$ cat config.mk
export PLATFORM = sky130hd
export DESIGN_NAME = debug_mode_ctrl
export DESIGN_NICKNAME = d
export VERILOG_FILES = /design/src/rtl/debug_mode_ctrl.sv
export SDC_FILE = /design/constraint.sdc
export NUM_CORES = 1
export LEC_CHECK = 0
export ABC_CLOCK_PERIOD_IN_PS = 2000
export CAP_MARGIN = 15
export CORE_ASPECT_RATIO = 0.9
export CORE_MARGIN = 5
export CORE_UTILIZATION = 33
export DETAILED_ROUTE_END_ITERATION = 7
export HOLD_SLACK_MARGIN = 0.06
export PLACE_DENSITY = 0.85
export SLEW_MARGIN = 0
export SYNTH_ARGS = -nofsm -noshare
export SYNTH_HDL_FRONTEND = slang
export SYNTH_SLANG_ARGS = --single-unit
$ cat constraint.sdc
create_clock -name clk_i -period 2 [get_ports clk_i]
set_input_delay 0.2 -clock clk_i [delete_from_list [all_inputs] [get_ports clk_i]]
set_output_delay 0.2 -clock clk_i [all_outputs]
set_load 0.05 [all_outputs]
$ cat src/rtl/debug_mode_ctrl.sv
// Debug-mode entry/exit sequencer: halt events, drain, halted, resume; DPC/cause capture and MPRV gating.
// Optional drain timeout enabled by defining DBG_TIMEOUT_EN.
module debug_mode_ctrl #(
  parameter int XLEN           = 64,
  parameter int TIMEOUT_CYCLES = 256
) (
  input  logic            clk_i,
  input  logic            rst_i,
  input  logic            debug_req_i,
  input  logic            ebreak_i,
  input  logic            commit_valid_i,
  input  logic [XLEN-1:0] commit_pc_i,
  input  logic [XLEN-1:0] next_pc_i,
  input  logic            step_i,
  input  logic            dret_i,
  input  logic            flush_ack_i,
  input  logic            resume_ack_i,
  input  logic            mprven_i,
  input  logic            mstatus_mprv_i,
  input  logic [1:0]      mstatus_mpp_i,
  input  logic [1:0]      priv_lvl_i,
  output logic            flush_o,
  output logic            resume_o,
  output logic            debug_mode_o,
  output logic [XLEN-1:0] dpc_o,
  output logic [2:0]      dcause_o,
  output logic            mprv_o,
  output logic [1:0]      ld_st_priv_o,
  output logic            halt_timeout_o
);

  typedef enum logic [1:0] {
    ST_RUN    = 2'd0,
    ST_DRAIN  = 2'd1,
    ST_HALTED = 2'd2,
    ST_RESUME = 2'd3
  } state_e;

  localparam logic [2:0] CAUSE_EBREAK  = 3'd1;
  localparam logic [2:0] CAUSE_HALTREQ = 3'd3;
  localparam logic [2:0] CAUSE_STEP    = 3'd4;

  state_e          state_q, state_d;
  logic            debug_mode_q, debug_mode_d;
  logic [XLEN-1:0] dpc_q, dpc_d;
  logic [2:0]      dcause_q, dcause_d;
  logic            step_armed_q, step_armed_d;
  logic            mprv_q, mprv_d;
  logic [1:0]      ld_st_priv_q, ld_st_priv_d;

`ifdef DBG_TIMEOUT_EN
  localparam logic [15:0] TMO_LAST = 16'(TIMEOUT_CYCLES - 1);
  logic [15:0]     tmo_cnt_q, tmo_cnt_d;
  logic            halt_timeout_q, halt_timeout_d;
`endif

  always_comb begin
    // NOTE: every signal assigned here gets a default first so no path can infer a latch.
    state_d      = state_q;
    debug_mode_d = debug_mode_q;
    dpc_d        = dpc_q;
    dcause_d     = dcause_q;
    step_armed_d = step_armed_q;
`ifdef DBG_TIMEOUT_EN
    tmo_cnt_d      = tmo_cnt_q;
    halt_timeout_d = halt_timeout_q;
`endif

    unique case (state_q)
      ST_RUN: begin
        // Halt priority: ebreak, then haltreq, then a single-step retirement.
        if (commit_valid_i && ebreak_i) begin
          dpc_d        = commit_pc_i;
          dcause_d     = CAUSE_EBREAK;
          step_armed_d = 1'b0;
          state_d      = ST_DRAIN;
        end else if (debug_req_i) begin
          dpc_d        = next_pc_i;
          dcause_d     = CAUSE_HALTREQ;
          step_armed_d = 1'b0;
          state_d      = ST_DRAIN;
        end else if (step_armed_q && commit_valid_i) begin
          dpc_d        = next_pc_i;
          dcause_d     = CAUSE_STEP;
          step_armed_d = 1'b0;
          state_d      = ST_DRAIN;
        end
      end
      ST_DRAIN: begin
        if (flush_ack_i) begin
          state_d      = ST_HALTED;
          debug_mode_d = 1'b1;
`ifdef DBG_TIMEOUT_EN
          tmo_cnt_d    = '0;
        end else if (tmo_cnt_q == TMO_LAST) begin
          state_d        = ST_HALTED;
          debug_mode_d   = 1'b1;
          halt_timeout_d = 1'b1;
          tmo_cnt_d      = '0;
        end else begin
          tmo_cnt_d = tmo_cnt_q + 16'd1;
`endif
        end
      end
      ST_HALTED: begin
        if (dret_i) begin
          state_d      = ST_RESUME;
          step_armed_d = step_i;
`ifdef DBG_TIMEOUT_EN
          halt_timeout_d = 1'b0;
`endif
        end
      end
      ST_RESUME: begin
        if (resume_ack_i) begin
          state_d      = ST_RUN;
          debug_mode_d = 1'b0;
        end
      end
      default: begin
        state_d      = ST_RUN;
        debug_mode_d = 1'b0;
      end
    endcase

    // Suppression applies only in debug mode; the privilege mux follows the value being loaded.
    mprv_d       = (debug_mode_q && !mprven_i) ? 1'b0 : mstatus_mprv_i;
    ld_st_priv_d = mprv_d ? mstatus_mpp_i : priv_lvl_i;
  end

  always_ff @(posedge clk_i or posedge rst_i) begin
    if (rst_i) begin
      state_q      <= ST_RUN;
      debug_mode_q <= 1'b0;
      dpc_q        <= '0;
      dcause_q     <= '0;
      step_armed_q <= 1'b0;
      mprv_q       <= 1'b0;
      ld_st_priv_q <= '0;
`ifdef DBG_TIMEOUT_EN
      tmo_cnt_q      <= '0;
      halt_timeout_q <= 1'b0;
`endif
    end else begin
      // NOTE: state updates use non-blocking assignments so all flops sample pre-edge values.
      state_q      <= state_d;
      debug_mode_q <= debug_mode_d;
      dpc_q        <= dpc_d;
      dcause_q     <= dcause_d;
      step_armed_q <= step_armed_d;
      mprv_q       <= mprv_d;
      ld_st_priv_q <= ld_st_priv_d;
`ifdef DBG_TIMEOUT_EN
      tmo_cnt_q      <= tmo_cnt_d;
      halt_timeout_q <= halt_timeout_d;
`endif
    end
  end

  assign flush_o      = (state_q == ST_DRAIN);
  assign resume_o     = (state_q == ST_RESUME);
  assign debug_mode_o = debug_mode_q;
  assign dpc_o        = dpc_q;
  assign dcause_o     = dcause_q;
  assign mprv_o       = mprv_q;
  assign ld_st_priv_o = ld_st_priv_q;
`ifdef DBG_TIMEOUT_EN
  assign halt_timeout_o = halt_timeout_q;
`else
  assign halt_timeout_o = 1'b0;
`endif

endmodule

==> After elaboration in Yosys (flattened, before gate mapping) <==
Index checks and enable logic that the tools add are counted.
{ "classes": {"n_eq_ne": 7, "mux": 23, "reduce_logical": 12} }
{ "op_table": {"columns": ["operator", "n"], "rows": [
  ["64-bit two-way mux", 3],
  ["2-bit two-way mux", 7],
  ["3-bit two-way mux", 3],
  ["2-bit case mux with 4 select lines", 1],
  ["1-bit two-way mux", 7],
  ["2-bit != test (second input constant)", 3],
  ["3-bit AND reduction", 2],
  ["2-bit == test (second input constant)", 2],
  ["4-bit != test (second input constant)", 1],
  ["1-bit case mux with 2 select lines", 2],
  ["4-bit AND reduction", 1],
  ["2-bit nonzero test", 2],
  ["1-bit logical AND", 3],
  ["3-bit nonzero test", 1],
  ["2-bit by 1-bit == test with 1-bit output (second input constant)", 1],
  ["2-bit zero test", 1],
  ["2-bit AND reduction", 1],
  ["1-bit zero test", 1]
]} }
{ "totals": {"out_inout_bits": 74, "input_bits": 143, "regBits": 74, "elab_cells": 49} }

==> Longest topological paths before layout <==
Gate-level depths: netlist (run 1).
{ "logic_depth": {"ltp_word": 5, "ltp_mapped": 7, "mapped_depth_nobuf": 6} }

==> Worst setup path before layout (run 1) <==
OpenSTA, ideal clock, no wires.
{ "synth_timing": {"kind": "register to register", "from": "reg state_q[0]", "to": "reg state_q[1]", "setup_slack_ns": 0.242, "setup_time_ns": 0.125, "arrival_time_ns": 1.633, "synth_period_minus_slack_ns": 1.758, "n_path_buf": 0, "stages_incl_launch_ff": 6, "required_time_ns": 1.875, "path_cell_list": "dfrtp_1 > ha_1 > inv_1 > o22ai_1 > nor3_1 > mux2_2"} }
{ "synth_via": {"elab_chain_len": 3, "word_cells_on_any_way": 10, "classes_between": "eq/ne: 7; mux: 1; reduce/logical: 2"} }
{ "synth_rtl": {"columns": ["element", "line_no", "rtl"], "rows": [
  ["start: declaration", "43", "state_e state_q, state_d;"],
  ["start signal: assignment", "146", "state_q <= state_d;"],
  ["2-bit == test (*)", null, null],
  ["via resume_o", "23", "output logic resume_o,"],
  ["2-bit != test (no line)", null, null],
  ["4-bit AND reduction (no line)", null, null]
]} }
Mark *: on every way through the listed nets, which the timed path passes. The rest lies on a longest branch.
A chain may end at the register's enable or synchronous reset.

==> Worst setup path in the final report (run 1) <==
{ "layout_timing": {"from": "reg state_q[0]", "to": "out resume_o"} }
{ "layout_via": {"elab_chain_len": 1} }
{ "layout_rtl": {"columns": ["element", "line_no", "rtl"], "rows": [
  ["2-bit == test", "161", "assign resume_o = (state_q == ST_RESUME);"],
  ["end: declaration", "23", null]
]} }
Every way passes these cells.

==> out/metrics.cfg, run 1 <==
[detailed_routing]
drt-pass1-iter-count = 6
vias = 3058
routed_wl_um = 10100
ant_nets = 0
drtIter0Drc = 108
drc = 0
vias_per_cell = 4.59
wl_per_cell_um = 15.2

[layout]
n_fill_cell = 898
instances_no_fill = 666
diodes = 0
layout-drive-gt1-share_pct = 5.03
layout.nets = 681
areaGrowthSynthToFinish_pct = 72.2
final_area_mm2 = 0.00598

[die]
die_w_um = 118
fp-row-count = 35
die_h_um = 107
ios = 217
core_mm2 = 0.0103
start_util_pct = 33.8
die-area_mm2 = 0.0127

[timing]
setup_viol = 0
finalClockSkew_ns = 0.00754
hold_slack_ns = 0.369
relSlewSlack_pct = 63.9
slew_viol_final = 0
post-route-min-period_ns = 1.93
fmax_ghz = 0.517
rsz0062_at_grt = false
finalWorstSetupSlack_ns = 0.0676
hold_violations = 0
worst_pin_slew_ns = 0.539
finalSetupTns_ns = 0
post-route-period-util_pct = 96.6

[synth]
synth_area_mm2 = 0.00347
yosysTopAreaCellShare_pct = 53.3
ys_ff_latch = 74
yosysWarnings = 0
syn_nets = 471
netlist_instances = 324
netlist_top_cells_area = dfrtp_1 (53%), mux2i_1 (18%), o21ai_0 (9.5%)
synth_cell_type_count = 28
synth_top_cell_by_area = dfrtp_1
avgSynthCellArea_um2 = 10.7
ys_seq_area_share_pct = 53.3

[placement]
io_buffers = 215
dp_cells = 652
dpl_cell_area_mm2 = 0.00572
dp_slack_ns = 0.216
place.gp.congestion = 0.836
dp_hpwl_um = 8270

[worst_setup_path]
path_class = reg -> out
slowest_stage = clkdlybuf4s50_1
slowest_delay_ns = 0.82
worstPathRequired_ns = 1.80
critical_path_arrival_ns = 1.73
start_kind = flip-flop
critPathMaxFanout = 4
worstSetupEndpointType = primary output
crit_chain = ha_1 > clkdlybuf4s50_1

[grt]
grt.total_usage_pct = 15.5
grt_antenna_before_repair = 0
grt_max_degree = 69
grt_pass1_vias = 3265
grt.overflow.total = 0
grt_first_pass_wirelength_um = 16000

[clock_tree]
cts.path.max_buffers = 2
ctsHoldBuffers = 0
ctsRootBufferMaster = clkbuf_16
cts_resized = 0
htree_levels = 3
clkTransAtPathRegs_ns = 0.06
postCtsSetupRepairBufs = 0
cts_tree = yes
cts.sinks = 74
numCtsBuffers = 9
clkLatencyLatePin_ns = 0.32

[power_and_ir_drop]
ir_worst_vdd_uv = 1190
p_leak_nw = 2.82
power_density_mw_per_mm2 = 1570

[run]
cap_violations = 0

[min_path]
hp-class = in -> async

[outcome]
status = complete, no violations

==> metal layers <==
metal | part of all wire [%] | up-vias | track usage (%)
met5 | 0 | - | 0
met2 | 54 | 114 | 28.8
met1 | 37 | 1409 | 16.3
li1 | - | 1529 | -
met3 | 8.0 | 6 | 6.10
met4 | 0.62 | 0 | 3.77
==> synthesized netlist by cell type <==
cell,count
nor2b_1,1
dfrtp_1,74
a21o_1,1
or2_2,1
inv_1,8
o21ai_0,66
buf_2,2
buf_6,7
mux2_2,3
o21ai_4,1
nand3_1,1
conb_1,1
ha_1,4
nor2_1,1
nand2b_1,1
o22ai_1,2
nand2_1,65
o21a_1,1
a32o_1,1
a21oi_1,1
mux2i_1,64
a2bb2oi_1,1
o32a_1,1
nor3_1,1
o21ai_1,1
clkbuf_1,5
nor3b_1,1
buf_4,8
==> final cells by class <==
| type | count | area (µm²) | share of cell area [%] |
|---|---|---|---|
| Multi-Input combinational cell | 220 | 1430 | 23.9 |
| Inverter | 8 | 33.8 | 0.564 |
| Tap cell | 129 | 161 | 2.70 |
| Timing Repair Buffer | 221 | 2240 | 37.5 |
| Clock inverter | 3 | 17.5 | 0.293 |
| Clock buffer | 11 | 243 | 4.06 |
| Sequential cell | 74 | 1850 | 30.9 |
==> report_power, final <==
part / total, mW / internal (mW) / switching [mW]
combinational: 5.44 / 1.87 / 3.57
clock: 1.41 / 0.855 / 0.560
sequential: 2.56 / 2.19 / 0.370
total: 9.42 / 4.92 / 4.50
==> cells in the final DEF (no fill, tap or decap), drive strengths merged <==
| cell type | count |
|---|---|
| nor3b | 1 |
| o22ai | 2 |
| or2 | 1 |
| a2bb2oi | 1 |
| nand2b | 1 |
| o21ai | 68 |
| clkdlybuf4s50 | 214 |
| a21oi | 1 |
| o21a | 1 |
| nand2 | 65 |
| a32o | 1 |
| buf | 7 |
| nand3 | 1 |
| clkinvlp | 2 |
| nor2 | 1 |
| nor2b | 1 |
| a21o | 1 |
| nor3 | 1 |
| mux2i | 64 |
| clkinv | 2 |
| clkbuf | 11 |
| ha | 4 |
| o32a | 1 |
| conb | 1 |
| mux2 | 3 |
| inv | 7 |
| dfrtp | 74 |
==> state kept, by name, summed over array words and instances (netlist names) <==
signal and count:
step_armed_q 1, mprv_o 1, dcause_o 3, dpc_o 64
ld_st_priv_o 2, state_q 2, debug_mode_o 1
==> through the flow <==
| stage | utilization, % | total power [mW] |
|---|---|---|
| finish | 58.2 | 9.42 |
| global route | 58.2 | 9.94 |
| CTS | 58.2 | 9.54 |
| detailed placement | 55.6 | 8.09 |
| global placement | 55.6 | 7.91 |
| floorplan | - | 6.11 |
==> critical path: cells and delay by family, from the launching register on <==
family	cells	cell delay, ns
buffers and inverters	1	0.82
adders and majority gates	1	0.19
DFF	1	0.40
==> worst paths after layout <==
path                                             start                       end  slack, ns  depth (start not counted)
max in group asynchronous                        rst_i     dpc_o[58]$_DFFE_PP0P_       1.28                          3
min in group clk_i                              step_i  step_armed_q$_DFFE_PP0P_       0.46                          3
worst min-delay path                             rst_i     dpc_o[42]$_DFFE_PP0P_       0.37                          3
worst max register to register  state_q[0]$_DFFE_PP0P_    state_q[1]$_DFFE_PP0P_       0.31                          6
worst max-delay path            state_q[0]$_DFFE_PP0P_                  resume_o       0.07                          2
worst min register to register   dpc_o[37]$_DFFE_PP0P_     dpc_o[37]$_DFFE_PP0P_       0.48                          2
==> logic make-up after synthesis <==
| group | share of synthesized area, % |
|---|---|
| AO/OA/AOI/OAI | 11.9 |
| adder cells (fa/ha/maj) | 1.44 |
| buffers and inverters | 5.69 |
| flip-flops | 53.3 |
| multiplexers | 19.4 |
| other | 0.108 |
| AND/OR/NAND/NOR | 8.17 |
No activity file was read; power rests on OpenSTA's default activity.
==> run 2, diff against run 1 <==
Settings changed: ABC_CLOCK_PERIOD_IN_PS 2000 to 2450, CORE_UTILIZATION 33 to 35, CTS_CLUSTER_DIAMETER set to 40, PLACE_DENSITY 0.85 to 0.86.
Clock period 2 ns to 2.45 ns, I/O delays scaled along.
==> out/metrics.cfg, run 2 (synthesis results as in run 1) <==
[layout]
layout-drive-gt1-share_pct = 4.84
n_fill_cell = 810
largest_reg_flops = 64
final_area_mm2 = 0.00588
final_util_pct = 60.6
layout.nets = 680
diodes = 0
final_common_cell = clkdlybuf4s50_1
areaGrowthSynthToFinish_pct = 69.3
multiInputGateArea_mm2 = 0.00143
regArea_mm2 = 0.00185
mostFrequentLayoutCells = clkdlybuf4s50_1 (215), dfrtp_1 (74), o21ai_0 (66)

[worst_setup_path]
crit_chain = inv_1 > ha_1 > clkdlybuf4s50_1
slowest_stage = clkdlybuf4s50_1
r2r-start = state_q[0]$_DFFE_PP0P_
cp_top_family = buffers and inverters
reg2reg_depth = 6
r2r_end = state_q[1]$_DFFE_PP0P_
crit_path_end = flush_o
critPathMaxFanout = 4
worstPathRequired_ns = 2.20
path_class = reg -> out
reg2reg_setup_slack_ns = 0.69
start_kind = flip-flop
path_depth = 3
cp-startpoint = state_q[1]$_DFFE_PP0P_
worst-path-buf-inv = 2
slowest_delay_ns = 0.82
critical_path_arrival_ns = 1.85
worstSetupEndpointType = primary output

[timing]
finalSetupTns_ns = 0
worst_pin_slew_ns = 0.556
post-route-period-util_pct = 85.4
hold_violations = 0
fmax_ghz = 0.478
finalClockSkew_ns = 0.00740
post-route-min-period_ns = 2.09
slew_viol_final = 0
finalWorstSetupSlack_ns = 0.357
rsz0062_at_grt = false
relSlewSlack_pct = 62.8
setup_viol = 0

[clock_tree]
htree_levels = 3
postCtsSetupRepairBufs = 0
cts.sinks = 74
numCtsBuffers = 9
cts.path.max_buffers = 2
ctsRootBufferMaster = clkbuf_8
cts_tree = yes
clkTransAtPathRegs_ns = 0.07
clkLatencyLatePin_ns = 0.32
cts_resized = 0
ctsHoldBuffers = 0

[detailed_routing]
vias_per_cell = 4.72
drtIter0Drc = 122
vias = 3128
routed_wl_um = 10200
ant_nets = 0
drc = 0
wl_per_cell_um = 15.4
drt-pass1-iter-count = 4

[power_and_ir_drop]
total_power_mw = 7.35
ir_worst_vdd_uv = 756
p_leak_nw = 2.78
power_density_mw_per_mm2 = 1250

[run]
cap_violations = 0

[outcome]
status = complete, no violations

[die]
die-area_mm2 = 0.0120
core_mm2 = 0.00970
fp-row-count = 34
start_util_pct = 35.8
ios = 217
die_w_um = 115
die_h_um = 105

[grt]
grt_max_degree = 75
met3_usage_pct = 6.05
grt_first_pass_wirelength_um = 16100
grt.overflow.total = 0
grt_antenna_before_repair = 0
busiest_layer = met2
use_met1_pct = 18.0
grt_pass1_vias = 3316
grt.total_usage_pct = 16.7
use_met2_pct = 29.6

[min_path]
hp-class = in -> async

[placement]
dp_hpwl_um = 8270
dp_slack_ns = 0.501
io_buffers = 215
dpl_cell_area_mm2 = 0.00571
place.gp.congestion = 0.814

-- run 2: cell count changes in the layout (fill, tap and decap cells not counted), sizes merged --
cell	delta
buf	-2
clkbuf	+1
clkdlybuf4s50	+1
clkinv	+1
clkinvlp	-2
inv	+1
-- run 2: cell type report --
type,count,share of cell area (%)
repair buffers,220,38.1
flip-flops and latches,74,31.5
multi-input cells,220,24.4
well taps,126,2.68
clock buffers,12,2.64
inverters,8,0.511
clock inverters,3,0.255
-- run 2: tightest hold or removal path: cells and delay by family --
| family | cells | cell delay (ns) |
|---|---|---|
| buffers and inverters | 3 | 0.81 |
-- run 2: how the worst min path moves through the flow --
stage	from	slack, ns	endpoint
2_1_floorplan	mstatus_mpp_i[0]	0.40	ld_st_priv_o[0]$_DFF_PP0_
3_3_place_gp	dpc_o[53]$_DFFE_PP0P_	0.46	dpc_o[53]$_DFFE_PP0P_
3_5_place_dp	dcause_o[2]$_DFFE_PP0P_	0.47	dcause_o[2]$_DFFE_PP0P_
4_1_cts	rst_i	0.32	dpc_o[34]$_DFFE_PP0P_
5_1_grt	rst_i	0.36	dpc_o[63]$_DFFE_PP0P_
6_report	rst_i	0.32	dpc_o[55]$_DFFE_PP0P_
-- run 2: per-layer routing --
| metal | wire length (µm) | up-vias | part of all wire, % |
|---|---|---|---|
| met2 | 5240 | 141 | 51 |
| met1 | 3610 | 1438 | 35 |
| met3 | 1070 | 24 | 10 |
| li1 | - | 1525 | - |
| met5 | 0 | - | 0 |
| met4 | 262 | 0 | 2.6 |
-- run 2: power breakdown --
| group | total (mW) | switching [mW] | leakage, nW | internal, mW |
|---|---|---|---|---|
| Clock | 0.821 | 0.408 | 0.0920 | 0.413 |
| Combinational | 4.44 | 2.92 | 1.77 | 1.51 |
| Sequential | 2.09 | 0.301 | 0.917 | 1.79 |
-- run 2: per-stage QoR --
step	hold slack [ns]	instances
floorplan	0.396	324
global placement	0.460	648
detailed placement	0.467	648
CTS	0.318	663
global route	0.360	663
finish	0.320	663
